[config.mk]
export PLATFORM = sky130hd
export DESIGN_NAME = apb_transfer_sequencer
export DESIGN_NICKNAME = d
export VERILOG_FILES = /design/src/rtl/apb_bridge_pkg.sv /design/src/rtl/apb_addr_decoder.sv /design/src/rtl/apb_transfer_sequencer.sv
export SDC_FILE = /design/constraint.sdc
export NUM_CORES = 1
export LEC_CHECK = 0
export CORE_MARGIN = 2
export CORE_UTILIZATION = 30
export DETAILED_ROUTE_END_ITERATION = 10
export PLACE_DENSITY = 0.6
export SYNTH_ARGS = -nofsm -noshare
export SYNTH_HDL_FRONTEND = slang
export SYNTH_SLANG_ARGS = --single-unit
[constraint.sdc]
create_clock -name Hclk -period 3.2 [get_ports Hclk]
set_clock_uncertainty 0.1 [all_clocks]
set_input_delay 0.48 -clock Hclk [delete_from_list [all_inputs] [get_ports Hclk]]
set_output_delay 0.48 -clock Hclk [all_outputs]
set_load 0.02 [all_outputs]
[src/rtl/apb_bridge_pkg.sv]
// Shared definitions for the AHB2APB bridge: sequencer state encoding,
// APB slave address windows and one-hot peripheral select codes.
package apb_bridge_pkg;

    localparam logic [1:0] ST_IDLE   = 2'd0;
    localparam logic [1:0] ST_SETUP  = 2'd1;
    localparam logic [1:0] ST_ACCESS = 2'd2;

    // Each slave owns a 64 MiB window, packed contiguously from 0x8000_0000.
    localparam logic [31:0] SLV0_BASE  = 32'h8000_0000;
    localparam logic [31:0] SLV0_LIMIT = 32'h83FF_FFFF;
    localparam logic [31:0] SLV1_BASE  = 32'h8400_0000;
    localparam logic [31:0] SLV1_LIMIT = 32'h87FF_FFFF;
    localparam logic [31:0] SLV2_BASE  = 32'h8800_0000;
    localparam logic [31:0] SLV2_LIMIT = 32'h8BFF_FFFF;

    localparam logic [2:0] PSEL_NONE = 3'b000;
    localparam logic [2:0] PSEL_SLV0 = 3'b001;
    localparam logic [2:0] PSEL_SLV1 = 3'b010;
    localparam logic [2:0] PSEL_SLV2 = 3'b100;

endpackage

[src/rtl/apb_addr_decoder.sv]
// Combinational address decoder: maps an address onto one of the three APB
// slave windows, or reports a miss. Shared with the AHB slave side.
module apb_addr_decoder
    import apb_bridge_pkg::*;
#(
    parameter int ADDR_W = 32
) (
    input  logic [ADDR_W-1:0] i_addr,
    output logic              o_hit,
    output logic [2:0]        o_psel
);

    always_comb begin
        // NOTE: outputs get defaults before any branch so no path leaves them unassigned (no latch).
        o_hit  = 1'b0;
        o_psel = PSEL_NONE;
        if (i_addr >= ADDR_W'(SLV0_BASE) && i_addr <= ADDR_W'(SLV0_LIMIT)) begin
            o_hit  = 1'b1;
            o_psel = PSEL_SLV0;
        end else if (i_addr >= ADDR_W'(SLV1_BASE) && i_addr <= ADDR_W'(SLV1_LIMIT)) begin
            o_hit  = 1'b1;
            o_psel = PSEL_SLV1;
        end else if (i_addr >= ADDR_W'(SLV2_BASE) && i_addr <= ADDR_W'(SLV2_LIMIT)) begin
            o_hit  = 1'b1;
            o_psel = PSEL_SLV2;
        end
    end

endmodule

[src/rtl/apb_transfer_sequencer.sv]
// APB side of the AHB2APB bridge: takes single requests over valid/ready and
// runs SETUP->ACCESS with PREADY waits. Optional ACCESS timeout: APB_TIMEOUT_EN.
module apb_transfer_sequencer
    import apb_bridge_pkg::*;
#(
    parameter int ADDR_W         = 32,
    parameter int DATA_W         = 32,
    parameter int TIMEOUT_CYCLES = 16
) (
    input  logic              Hclk,
    input  logic              Hresetn,
    input  logic              req_valid,
    output logic              req_ready,
    input  logic              req_write,
    input  logic [ADDR_W-1:0] req_addr,
    input  logic [DATA_W-1:0] req_wdata,
    output logic              rsp_valid,
    output logic [DATA_W-1:0] rsp_rdata,
    output logic              rsp_err,
    input  logic              pready,
    input  logic [DATA_W-1:0] prdata,
    input  logic              pslverr,
    output logic [2:0]        psel,
    output logic              penable,
    output logic              pwrite,
    output logic [ADDR_W-1:0] paddr,
    output logic [DATA_W-1:0] pwdata
);

    logic [1:0]        r_state;
    logic [1:0]        w_state_nxt;
    logic [2:0]        r_psel;
    logic              r_pwrite;
    logic [ADDR_W-1:0] r_paddr;
    logic [DATA_W-1:0] r_pwdata;
    logic              r_rsp_valid;
    logic              r_rsp_err;
    logic [DATA_W-1:0] r_rsp_rdata;
    logic              r_miss_pend;

    logic              w_hit;
    logic [2:0]        w_dec_psel;
    logic              w_accept;
    logic              w_done;
    logic              w_timeout;
    logic              w_idle_miss_rsp;
    logic              w_miss_pend_nxt;

    apb_addr_decoder #(
        .ADDR_W (ADDR_W)
    ) u_decoder (
        .i_addr (req_addr),
        .o_hit  (w_hit),
        .o_psel (w_dec_psel)
    );

    always_comb begin
        req_ready = 1'b0;
        case (r_state)
            ST_IDLE:   req_ready = 1'b1;
            ST_SETUP:  req_ready = 1'b0;
            ST_ACCESS: req_ready = pready;
            default:   req_ready = 1'b0;
        endcase
    end

    assign w_accept = req_valid && req_ready;
    assign w_done   = (r_state == ST_ACCESS) && pready;

`ifdef APB_TIMEOUT_EN
    logic [7:0] r_wait_cnt;

    always_ff @(posedge Hclk or negedge Hresetn) begin
        if (!Hresetn) begin
            r_wait_cnt <= 8'd0;
        end else if (r_state == ST_SETUP) begin
            r_wait_cnt <= 8'd0;
        end else if (r_state == ST_ACCESS && !pready) begin
            r_wait_cnt <= r_wait_cnt + 8'd1;
        end
    end

    // Fires on the TIMEOUT_CYCLES-th consecutive ACCESS cycle without pready.
    assign w_timeout = (r_state == ST_ACCESS) && !pready &&
                       (r_wait_cnt == 8'(TIMEOUT_CYCLES - 1));
`else
    logic [7:0] w_unused_timeout;
    assign w_unused_timeout = 8'(TIMEOUT_CYCLES - 1);
    assign w_timeout        = 1'b0;
`endif

    always_comb begin
        w_state_nxt = r_state;
        case (r_state)
            ST_IDLE: begin
                if (w_accept && w_hit) w_state_nxt = ST_SETUP;
            end
            ST_SETUP: w_state_nxt = ST_ACCESS;
            ST_ACCESS: begin
                if (w_done)         w_state_nxt = (w_accept && w_hit) ? ST_SETUP : ST_IDLE;
                else if (w_timeout) w_state_nxt = ST_IDLE;
            end
            default: w_state_nxt = ST_IDLE;
        endcase
    end

    always_ff @(posedge Hclk or negedge Hresetn) begin
        if (!Hresetn) begin
            r_state <= ST_IDLE;
        end else begin
            // NOTE: non-blocking so every register samples pre-edge values regardless of block order.
            r_state <= w_state_nxt;
        end
    end

    always_ff @(posedge Hclk or negedge Hresetn) begin
        if (!Hresetn) begin
            r_psel   <= PSEL_NONE;
            r_pwrite <= 1'b0;
            r_paddr  <= '0;
            r_pwdata <= '0;
        end else if (w_accept && w_hit) begin
            r_psel   <= w_dec_psel;
            r_pwrite <= req_write;
            r_paddr  <= req_addr;
            r_pwdata <= req_wdata;
        end
    end

    // A miss accepted on a completing ACCESS cycle is answered one cycle
    // after the normal response; r_miss_pend carries it across that gap.
    assign w_idle_miss_rsp = (r_state == ST_IDLE) && (r_miss_pend || (w_accept && !w_hit));
    assign w_miss_pend_nxt = w_accept && !w_hit &&
                             (w_done || ((r_state == ST_IDLE) && r_miss_pend));

    always_ff @(posedge Hclk or negedge Hresetn) begin
        if (!Hresetn) begin
            r_rsp_valid <= 1'b0;
            r_rsp_err   <= 1'b0;
            r_rsp_rdata <= '0;
            r_miss_pend <= 1'b0;
        end else begin
            r_rsp_valid <= 1'b0;
            if (w_done) begin
                r_rsp_valid <= 1'b1;
                r_rsp_err   <= pslverr;
                r_rsp_rdata <= r_pwrite ? '0 : prdata;
            end else if (w_timeout || w_idle_miss_rsp) begin
                r_rsp_valid <= 1'b1;
                r_rsp_err   <= 1'b1;
                r_rsp_rdata <= '0;
            end
            r_miss_pend <= w_miss_pend_nxt;
        end
    end

    assign psel      = (r_state == ST_SETUP || r_state == ST_ACCESS) ? r_psel : PSEL_NONE;
    assign penable   = (r_state == ST_ACCESS);
    assign pwrite    = r_pwrite;
    assign paddr     = r_paddr;
    assign pwdata    = r_pwdata;
    assign rsp_valid = r_rsp_valid;
    assign rsp_err   = r_rsp_err;
    assign rsp_rdata = r_rsp_rdata;

endmodule

==> results.cfg <==
[worst_setup_path]
r2r-start = r_state[0]
worst_setup_path_end_kind = output pin
cp.required_ns = 2.62
path_max_fanout = 5
startpoint = r_state[0]
start_kind = register
cp_data_arrival_time_ns = 2.02
worstSetupPathType = register to output pin

[floorplan]
rows = 42
die_width_um = 119
dieHeight_um = 119
die-area_sq_um = 14200
ios = 206
coreArea_sq_um = 13100
start_util_pct = 30.4

[drt]
drc = 0
drtPass1Iterations = 4
via_count = 2896
ant_nets = 0
totalWireLength_um = 10000
wl_per_cell_um = 15.6
drt-vias-per-instance = 4.51
drt-initial-drc-count = 96

[finish]
synthToLayoutAreaGrowth_pct = 64.2
stdcell_area_sq_um = 6530
drive_gt1_share_pct = 12.0
nFillCells = 1146
utilization_pct = 49.9
nNetsFinal = 567
diodes = 0

[sta]
setup_tns_ns = 0
finalSetupViolCount = 0
max_freq_ghz = 0.385
layout_setup_ws_ns = 0.600
slew-limit-headroom_pct = 56.9
finalCritPeriodShare_pct = 81.2
slew_violations = 0
min_period_ns = 2.60
tightest_slew_ns = 0.647
rsz0062_at_grt = false
finalHoldViolations = 0
whs_ns = 0.0484

[cts]
clk_latency_ns = 0.34
cts-hold-fix-buffers = 0
htree_levels = 3
numCtsBuffers = 9
cts_tree = built
clockBufferDepth = 2
ctsResizeCount = 0
clock_sinks = 105
cts_setup_buffers = 0
clk_pin_slew_worst_paths_ns = 0.07
cts_root_buffer = clkbuf_16

[logic_synthesis]
synth_flop_cell = dfrtp_1
synth_top_area_share_pct = 66.1
synth_commonest_cells = dfrtp_1, mux2_1, a22o_1
netlist_top_cells_area = dfrtp_1, mux2_1, mux2_2
synth_cell_types = 29
syn_inst = 251
async_reset_ff_share_pct = 100
syn-num-nets = 357
syn_area_sq_um = 3980
seq_area_frac_synth_pct = 66.1
syn_area_per_cell_sq_um = 15.8
synth_edf_count = 0
ys_ff_latch = 105
synth.most_common_cell = dfrtp_1
yosysTopAreaCell = dfrtp_1
ys_warn_count = 0

[global_route]
grt_first_pass_wirelength_um = 16100
grt_pass1_vias = 3033
grt.total_usage_pct = 14.6
grt_max_degree = 56
grt_overflow_total = 0
antenna_found_initial = 0

[min_path]
hold_path_class = input port to async pin

[placement]
pre_cts_ws_ns = 0.488
hpwl_um = 7380
io_buffer_count = 205
gp_congestion = 0.729
dpl_cell_area_sq_um = 6240

[pwr]
power_density_nw_per_um2 = 797
leakage_nw = 2.85
ir_worst_vdd_mv = 0.348

[run_status]
status = finished clean

[run]
drv_cap = 0
## flip-flops by register name (all words and copies together) (netlist names), 2 cells and up
register / cells
paddr: 32
pwdata: 32
rsp_rdata: 32
r_psel: 3
r_state: 2
## worst max-delay path, cell delays in order, from the launching register on
cell,delay (ns)
dfrtp_1,0.41
inv_1,0.11
ha_1,0.24
a21o_1,0.27
clkdlybuf4s50_1,0.65
## report_power, final
| part | switching [mW] | internal [mW] |
|---|---|---|
| logic | 1.04 | 1.14 |
| registers | 0.222 | 1.76 |
| clock network | 0.493 | 0.549 |
| total | 1.76 | 3.44 |
## metal layers
layer  track usage (%)  routed length [um]
met1              19.1                4450
met2              22.1                4550
met3              5.75                 889
met4              4.91                 123
met5                 0                   0
## cell families (layout without fill, tap and decap cells)
group	after synthesis	after routing	synth area share (%)
AND/OR/NAND/NOR	17	17	2.77
flip-flops	105	105	66.1
buffers and inverters	19	234	2.90
AO/OA/AOI/OAI	46	46	9.98
multiplexers	60	60	17.0
adder cells (fa/ha/maj)	4	4	1.26
## cell type report
type                       count  area, sq um  area share (%)
sequential                   105         2630            40.3
timing repair buffer         212         2140            32.8
multi-input combinational    127         1230            18.9
clock buffer                  10          239            3.66
tap                          176          220            3.37
clock inverter                 6         43.8           0.671
inverter                       6         22.5           0.345
## metrics by stage
stage | total power, mW | std cells
6_report | 5.20 | 642
5_1_grt | 5.50 | 642
4_1_cts | 5.28 | 642
3_5_place_dp | 4.21 | 626
3_3_place_gp | 4.17 | 626
2_1_floorplan | 3.03 | 251
## cell usage in the layout, fill, tap and decap left out, types with 3 or more instances in the layout
cell,n
a22o_1,32
buf_4,5
mux2_2,26
nand2_1,3
dfrtp_1,105
inv_1,5
clkinvlp_4,4
clkbuf_16,9
and2_1,7
buf_12,3
ha_1,4
mux2_1,34
a21oi_1,4
clkdlybuf4s50_1,204
## worst paths after layout
path / to / slack, ns / cells past startpoint
worst max-delay path: req_ready / 0.60 / 4
worst min-delay path: paddr[11] / 0.05 / 1
worst max register to register: pwdata[3] / 0.80 / 6
worst min register to register: paddr[31] / 0.37 / 1
max in group asynchronous: pwdata[23] / 2.21 / 2
min in group Hclk: paddr[31] / 0.37 / 1
No activity file was read; power rests on OpenSTA's default activity.
